<file path="src/rtl/alu_result_bcd_pkg.sv">
// Shared definitions for the ALU result binary-to-BCD display stage.
//   state_t         : converter state encoding
//   BCD_ADJ_*       : shift-add-3 digit correction constants
//   cnt_width()     : width of the bit counter for a given input width
//   pow10()         : 10^n, used to check that DIGITS covers the input range
package alu_result_bcd_pkg;

    typedef enum logic [1:0] {
        IDLE  = 2'd0,
        SHIFT = 2'd1,
        DONE  = 2'd2
    } state_t;

    localparam logic [3:0] BCD_ADJ_THRESH = 4'd5;
    localparam logic [3:0] BCD_ADJ_ADD    = 4'd3;

    function automatic int cnt_width(input int width);
        return $clog2(width + 1);
    endfunction

    function automatic longint pow10(input int n);
        longint r;
        r = 1;
        for (int i = 0; i < n; i++) begin
            r = r * 10;
        end
        return r;
    endfunction

endpackage

</file>
<file path="src/rtl/alu_result_bcd_if.sv">
// Handshake bundle for alu_result_bcd.
//   in_valid/in_ready/in_data : binary value from the ALU
//   out_valid/out_ready       : completed-conversion handshake
//   bcd                       : digit k in bits [4k+3:4k], digit 0 = ones
//   blank                     : per-digit leading-zero flags
// slave is the converter side, master is the producer/consumer side.
interface alu_result_bcd_if #(
    parameter int WIDTH  = 8,
    parameter int DIGITS = 3
);
    logic                  in_valid;
    logic                  in_ready;
    logic [WIDTH-1:0]      in_data;
    logic                  out_valid;
    logic                  out_ready;
    logic [4*DIGITS-1:0]   bcd;
    logic [DIGITS-1:0]     blank;

    modport master (
        output in_valid, in_data, out_ready,
        input  in_ready, out_valid, bcd, blank
    );

    modport slave (
        input  in_valid, in_data, out_ready,
        output in_ready, out_valid, bcd, blank
    );
endinterface

</file>
<file path="src/rtl/alu_result_bcd_digit_adjust.sv">
// One BCD digit correction step of the shift-add-3 conversion.
//   digit_in  : current accumulator digit
//   digit_out : digit_in + 3 when digit_in >= 5, else digit_in
// The +3 stays within 4 bits; the shift that follows carries the overflow
// into the next digit.
module bcd_digit_adjust
    import alu_result_bcd_pkg::*;
(
    input  logic [3:0] digit_in,
    output logic [3:0] digit_out
);

    assign digit_out = (digit_in >= BCD_ADJ_THRESH) ? (digit_in + BCD_ADJ_ADD) : digit_in;

endmodule

</file>
<file path="src/rtl/alu_result_bcd.sv">
// Sequential binary-to-BCD converter for the ALU result display path.
// One input bit is consumed per clock; the finished digits and their
// leading-zero blank flags are held until the next conversion completes.
//   clock   : rising-edge clock
//   reset_n : asynchronous active-low reset
//   bus     : alu_result_bcd_if.slave (input and output handshakes, bcd, blank)
//
//   state | meaning
//   ------+---------------------------------------------------
//   IDLE  | in_ready high, waiting for in_valid
//   SHIFT | one shift-add-3 step per clock, cnt counts down
//   DONE  | out_valid high, bcd/blank held until out_ready
module alu_result_bcd
    import alu_result_bcd_pkg::*;
#(
    parameter int WIDTH  = 8,
    parameter int DIGITS = 3
) (
    input  logic             clock,
    input  logic             reset_n,
    alu_result_bcd_if.slave  bus
);

    localparam int CW = cnt_width(WIDTH);

    generate
        if (pow10(DIGITS) <= ((longint'(1) << WIDTH) - 1)) begin : g_bad_params
            $error("alu_result_bcd: DIGITS too small to hold 2^WIDTH-1");
        end
    endgenerate

    state_t                state_q;
    state_t                state_d;
    logic [WIDTH-1:0]      bin_q;
    logic [WIDTH-1:0]      bin_shift;
    logic [4*DIGITS-1:0]   acc_q;
    logic [4*DIGITS-1:0]   acc_adj;
    logic [4*DIGITS-1:0]   acc_shift;
    logic [CW-1:0]         cnt_q;
    logic [4*DIGITS-1:0]   bcd_q;
    logic [DIGITS-1:0]     blank_q;
    logic [DIGITS-1:0]     blank_d;
    logic                  last_step;

    for (genvar g = 0; g < DIGITS; g++) begin : g_adj
        bcd_digit_adjust u_adj (
            .digit_in  (acc_q[4*g +: 4]),
            .digit_out (acc_adj[4*g +: 4])
        );
    end

    // Correct every digit, then shift the whole {accumulator, binary} pair.
    assign {acc_shift, bin_shift} = {acc_adj, bin_q} << 1;

    assign last_step = (cnt_q == CW'(1));

    // Blanking ripples down from the top digit; the ones digit always shows.
    always_comb begin
        blank_d = '0;
        blank_d[DIGITS-1] = (acc_shift[4*(DIGITS-1) +: 4] == 4'd0);
        for (int k = DIGITS - 2; k >= 1; k--) begin
            blank_d[k] = blank_d[k+1] & (acc_shift[4*k +: 4] == 4'd0);
        end
        blank_d[0] = 1'b0;
    end

    always_ff @(posedge clock or negedge reset_n) begin
        if (!reset_n) begin
            state_q <= IDLE;
        end else begin
            state_q <= state_d;
        end
    end

    always_comb begin
        state_d       = state_q;
        bus.in_ready  = 1'b0;
        bus.out_valid = 1'b0;
        case (state_q)
            IDLE: begin
                bus.in_ready = 1'b1;
                if (bus.in_valid) begin
                    state_d = SHIFT;
                end
            end
            SHIFT: begin
                if (last_step) begin
                    state_d = DONE;
                end
            end
            DONE: begin
                bus.out_valid = 1'b1;
                if (bus.out_ready) begin
                    state_d = IDLE;
                end
            end
            default: begin
                state_d = IDLE;
            end
        endcase
    end

    always_ff @(posedge clock or negedge reset_n) begin
        if (!reset_n) begin
            bin_q   <= '0;
            acc_q   <= '0;
            cnt_q   <= '0;
            bcd_q   <= '0;
            blank_q <= '0;
        end else begin
            case (state_q)
                IDLE: begin
                    if (bus.in_valid) begin
                        bin_q <= bus.in_data;
                        acc_q <= '0;
                        cnt_q <= CW'(WIDTH);
                    end
                end
                SHIFT: begin
                    bin_q <= bin_shift;
                    acc_q <= acc_shift;
                    cnt_q <= cnt_q - CW'(1);
                    if (last_step) begin
                        bcd_q   <= acc_shift;
                        blank_q <= blank_d;
                    end
                end
                default: begin
                end
            endcase
        end
    end

    assign bus.bcd   = bcd_q;
    assign bus.blank = blank_q;

endmodule

</file>
<file path="src/flat_wrapper.sv">
// flat-port wrapper written by rule: the top's interface ports become plain ports
module alu_result_bcd_flat import alu_result_bcd_pkg::*;
#(
    parameter int WIDTH  = 8,
    parameter int DIGITS = 3
)
  (clock, reset_n, bus_in_valid, bus_in_data, bus_out_ready, bus_in_ready, bus_out_valid, bus_bcd, bus_blank);
  alu_result_bcd_if #(.WIDTH(WIDTH), .DIGITS(DIGITS)) bus_i ();
  input  logic clock;
  input  logic reset_n;
  input wire logic [$bits(bus_i.in_valid)-1:0] bus_in_valid;
  input wire logic [$bits(bus_i.in_data)-1:0] bus_in_data;
  input wire logic [$bits(bus_i.out_ready)-1:0] bus_out_ready;
  output wire logic [$bits(bus_i.in_ready)-1:0] bus_in_ready;
  output wire logic [$bits(bus_i.out_valid)-1:0] bus_out_valid;
  output wire logic [$bits(bus_i.bcd)-1:0] bus_bcd;
  output wire logic [$bits(bus_i.blank)-1:0] bus_blank;
  assign bus_i.in_valid = bus_in_valid;
  assign bus_i.in_data = bus_in_data;
  assign bus_i.out_ready = bus_out_ready;
  assign bus_in_ready = bus_i.in_ready;
  assign bus_out_valid = bus_i.out_valid;
  assign bus_bcd = bus_i.bcd;
  assign bus_blank = bus_i.blank;
  alu_result_bcd #(.WIDTH(WIDTH), .DIGITS(DIGITS)) u_core (.clock(clock), .reset_n(reset_n), .bus(bus_i));
endmodule
</file>
<file path="config.mk">
export PLATFORM = sky130hd
export DESIGN_NAME = alu_result_bcd_flat
export DESIGN_NICKNAME = d
export VERILOG_FILES = /design/src/rtl/alu_result_bcd_pkg.sv /design/src/rtl/alu_result_bcd_if.sv /design/src/rtl/alu_result_bcd_digit_adjust.sv /design/src/rtl/alu_result_bcd.sv /design/src/flat_wrapper.sv
export SDC_FILE = /design/constraint.sdc
export NUM_CORES = 1
export LEC_CHECK = 0
export ABC_AREA = 1
export ABC_CLOCK_PERIOD_IN_PS = 2500
export BUFFER_PORTS_ARGS = -buffer_cell sky130_fd_sc_hd__buf_2
export CAP_MARGIN = 25
export CORE_MARGIN = 2
export CORE_UTILIZATION = 40
export CTS_CLUSTER_DIAMETER = 120
export DETAILED_ROUTE_END_ITERATION = 8
export PLACE_DENSITY = 0.63
export SLEW_MARGIN = 20
export SYNTH_ARGS = -nofsm -noshare
export SYNTH_HDL_FRONTEND = slang
export SYNTH_HIERARCHICAL = 1
export SYNTH_SLANG_ARGS = --single-unit
</file>
<file path="constraint.sdc">
create_clock -name clock -period 2.5 [get_ports clock]
set_input_delay 0.375 -clock clock [delete_from_list [all_inputs] [get_ports clock]]
set_output_delay 0.375 -clock clock [all_outputs]
set_load 0.02 [all_outputs]
</file>
Yosys cells after proc, flatten, opt, wreduce, memory -nomap -nowiden
Cells that the tools add are included.
W data, S select, Z words.
{ "classes": {"magnitude_cmp": 3, "n_bitwise": 1, "n_reduce_logical": 7, "n_mux": 15, "n_eq_ne": 6, "addsub": 4} }
{ "op_table": {"columns": ["cell", "count"], "rows": [
  ["$pmux W12 S2", 1],
  ["$pmux W8 S2", 1],
  ["$ge A4 B3 Y1 const B", 3],
  ["$mux W12", 1],
  ["$mux W4", 3],
  ["$add A4 B2 Y4 const B", 2],
  ["$logic_not A4 Y1", 2],
  ["$mux W8", 1],
  ["$pmux W4 S2", 1],
  ["$mux W2", 3],
  ["$pmux W2 S3", 1],
  ["$eq A4 B1 Y1 const B", 1],
  ["$ne A2 B2 Y1 const B", 2],
  ["$reduce_and A2 Y1", 2],
  ["$sub A4 B1 Y4 const B", 1],
  ["$add A3 B2 Y3 const B", 1],
  ["$mux W3", 1],
  ["$reduce_and A3 Y1", 1],
  ["$eq A2 B1 Y1 const B", 1],
  ["$eq A2 B2 Y1 const B", 1],
  ["$logic_not A2 Y1", 1],
  ["$mux W1", 2],
  ["$ne A2 B1 Y1 const B", 1],
  ["$reduce_bool A2 Y1", 1],
  ["$and A1 B1 Y1", 1]
]} }
{ "word_totals": {"ff_bits": 40, "input_bits": 12, "out_inout_bits": 17} }

Logic depth before layout (Yosys ltp)
{ "depth": {"depth_word": 4, "ltp_mapped": 12, "ltp_nobuf": 12} }

By module
Netlist, hierarchy kept.
{ "modules_own_cells": {"columns": ["mod", "cells_per_inst", "area_each_um2", "n_inst"], "rows": [
  ["alu_result_bcd", 202, 1732.9, 1],
  ["bcd_digit_adjust", 23, 135.1, 3]
]} }

Worst setup path after synthesis
OpenSTA, ideal clock, no wires.
{ "synth_path": {"path_kind": "register to register", "startpoint": "reg u_core.acc_q[4]", "endpoint": "reg u_core.blank_q[1] (netlist: u_core/bus.blank[1])", "path_stages_with_launch": 12, "period_less_slack_ns": 1.387, "setup_time_ns": 0.065, "arrival_time_ns": 1.322, "setup_slack_ns": 1.113, "cell_sequence": "dfrtp_1 > inv_1 > ha_1 > nor2_4 > nor2_4 > nand2_1 > nand2_1 > nor2_1 > nand2_1 > nor2_1 > nand2_1 > nand2_1"} }
{ "synth_between": {"elab_chain_cells": 4, "word_cells_on_any_way": 6, "classes_between": "add/sub (1); order compare (1); mux (1); bitwise (1); reduce/logical (2)"} }
{ "synth_rtl": {"columns": ["element", "line", "rtl"], "rows": [
  ["start: declaration", "alu_result_bcd.sv:36", "logic [4*DIGITS-1:0] acc_q;"],
  ["start signal: assignment", "alu_result_bcd.sv:121", "acc_q <= acc_shift;"],
  ["$add A4 B2 Y4 / $ge A4 B3 Y1 (equally long branches)", "alu_result_bcd_digit_adjust.sv:13", "assign digit_out = (digit_in >= BCD_ADJ_THRESH) ? (digit_in + BCD_ADJ_ADD) : digit_in;"],
  ["$mux W4 (*)", "alu_result_bcd_digit_adjust.sv:13", null],
  ["via u_core.acc_adj[4]", "alu_result_bcd.sv:37", "logic [4*DIGITS-1:0] acc_adj;"],
  ["$logic_not A4 Y1 (*)", "alu_result_bcd.sv:62", "blank_d[k] = blank_d[k+1] & (acc_shift[4*k +: 4] == 4'd0);"],
  ["$and A1 B1 Y1 (*)", "alu_result_bcd.sv:62", null],
  ["end signal: assignment", "alu_result_bcd.sv:125", "blank_q <= blank_d;"],
  ["end: declaration", "alu_result_bcd.sv:41", "logic [DIGITS-1:0] blank_q;"]
]} }
The timed path passes the listed nets; every way through them passes the cells marked *.
A chain may end at the register's enable or synchronous reset.

Final worst setup path
{ "layout_path": {"startpoint": "reg u_core.state_q[1]", "endpoint": "out bus_in_ready"} }
{ "layout_between": {"elab_chain_cells": 2} }
{ "layout_rtl": {"columns": ["element", "line", "rtl"], "rows": [
  ["start: declaration", "alu_result_bcd.sv:32", "state_t state_q;"],
  ["start signal: assignment", "alu_result_bcd.sv:71", "state_q <= state_d;"],
  ["$logic_not A2 Y1", "alu_result_bcd.sv:79", "case (state_q)"],
  ["$mux W1", "alu_result_bcd.sv:79", null],
  ["end: declaration", "flat_wrapper.sv:14", "output wire logic [$bits(bus_i.in_ready)-1:0] bus_in_ready;"]
]} }
Every way passes these cells.

==> flow_summary.ini <==
[yosys]
syn-mean-instance-area_um2 = 7.94
syn_nets = 286
syn_area_um2 = 2110
yosys_warnings = 6
synthCells = 266

[grt]
grt.overflow.total = 0
grt_antenna_before_repair = 0
grt_pass1_vias = 1681
grt_max_degree = 41
grt_use_total_pct = 16.6
grt_pass1_wl_mm = 7.84

[cells_and_area]
mostFrequentLayoutCell = nand2_1
num_antenna_cells = 0
drive_gt1_share_pct = 19.9
area_delta_synth_final_pct = 12.6
seqCellArea_um2 = 1000
multiInputGateArea_um2 = 981
final_cell_mix = 102 x nand2_1, 40 x dfrtp_1, 37 x nand3_1
fin_nets = 311
nFillCells = 531

[worst_setup_path]
reg2reg_depth = 10
crit_chain = nor2_2 -> buf_2
crit_fanout = 10
endpoint_kind = output port
cp.required_ns = 2.12
cp.arrival_ns = 1.29
critPathSlowestCell = dfrtp_1
start_kind = flip-flop
path_class = flip-flop to output port
max_stage_delay_ns = 0.45

[clocking]
cts_setup_buffers = 0
cts_resized = 0
cts_hold_buf = 0
cts.sinks = 40
clk_latency_ns = 0.29
cts_buffers = 5
clkTransAtPathRegs_ns = 0.07
cts_tree = yes
cts_root_buffer = clkbuf_8
clk_path_buf_depth = 2
h-tree-depth = 2

[route]
viasPerCell = 4.80
antenna_left = 0
drt_iter0_markers = 116
vias = 1738
routed_wirelength_mm = 4.35
routedWlPerCell_um = 12.0
drc = 0
dr.pass1.iters = 4

[timing]
finalClockSkew_ns = 0.00483
fin_crit_sh_pct = 66.5
drv_slew = 0
finalCriticalPeriod_ns = 1.66
tns_ns = 0
max_freq_mhz = 601
setup_viol = 0
grt_setup_unrepaired = false
slew_headroom_pct = 40.4
final_hold_viol_count = 0
tightest_slew_ns = 0.895
fin_ws_ns = 0.837

[die]
die_w_um = 76.7
top_level_ports = 29
initial_core_util_pct = 41.4
die_y_um = 76.7
core_um2 = 5110
num_rows = 26
dieArea_um2 = 5880

[placement]
portBuffers = 27
post-place-ws_ns = 0.934
gp_congestion = 0.804
hpwlAfterDp_mm = 2.96

[run]
drv_cap = 0

[power_and_ir_drop]
irDropWorstVdd_v = 0.000553
p_leak_nw = 1.26
p_per_area_nw_per_um2 = 1270

[min_path]
min_path_type = input pin to asynchronous set/reset pin

[outcome]
status = finished, final reports clean
==> flip-flops by register name, indices dropped and copies added, names as in the netlist <==
signal and count:
u_core/acc_q 12, u_core/bus.bcd 12, u_core/bin_q 8, u_core/cnt_q 4, u_core/bus.blank 2, u_core/state_q 2
==> area by class of cell <==
cell class,instances,area share [%]
clock buffer,8,3.79
inverter,20,3.16
multi-input combinational,196,41.3
sequential,40,42.1
tap,70,3.68
timing repair buffer,28,6.00
==> layer usage <==
metal | up-vias | part of all wire [%] | GRT usage [%]
met4 | 0 | 1.5 | 6.00
li1 | 881 | - | -
met1 | 808 | 49 | 22.2
met5 | - | 0 | 0
met2 | 44 | 45 | 26.5
met3 | 5 | 4.4 | 3.65
==> path summary, 6_finish.rpt <==
kind / end / from / slack, ns
worst max-delay path: bus_in_ready / u_core/state_q[1] / 0.84
worst min-delay path: u_core/acc_q[2] / reset_n / 0.20
worst max register to register: u_core/bus.blank[2] / u_core/acc_q[4] / 0.93
worst min register to register: u_core/bus.bcd[6] / u_core/bus.bcd[6] / 0.48
max in group asynchronous: u_core/bin_q[5] / reset_n / 1.73
min in group clock: u_core/state_q[1] / bus_out_ready / 0.26
==> stage by stage <==
stage                     instances  hold slack (ns)  utilization (%)  total power (W)  area, um^2
after CTS                       362            0.244             46.5          0.00307        2380
after detailed placement        354            0.465             44.8          0.00261        2290
after global routing            362            0.255             46.5          0.00334        2380
after floorplan                 266           0.0794                -          0.00225        2110
final                           362            0.203             46.5          0.00303        2380
after global placement          354            0.458             44.8          0.00257        2290
==> where the power goes <==
| group | internal (W) | switching, W |
|---|---|---|
| registers | 0.000907 | 0.000195 |
| logic | 0.000502 | 0.000987 |
| clock network | 0.000225 | 0.000212 |
==> worst max-delay path: cells and delay by family (launching register included) <==
family / cells / cell delay [ns]
buf+inv: 1 / 0.23
flops: 1 / 0.45
simple gates: 1 / 0.32
Power figures use the tool's default switching activity.
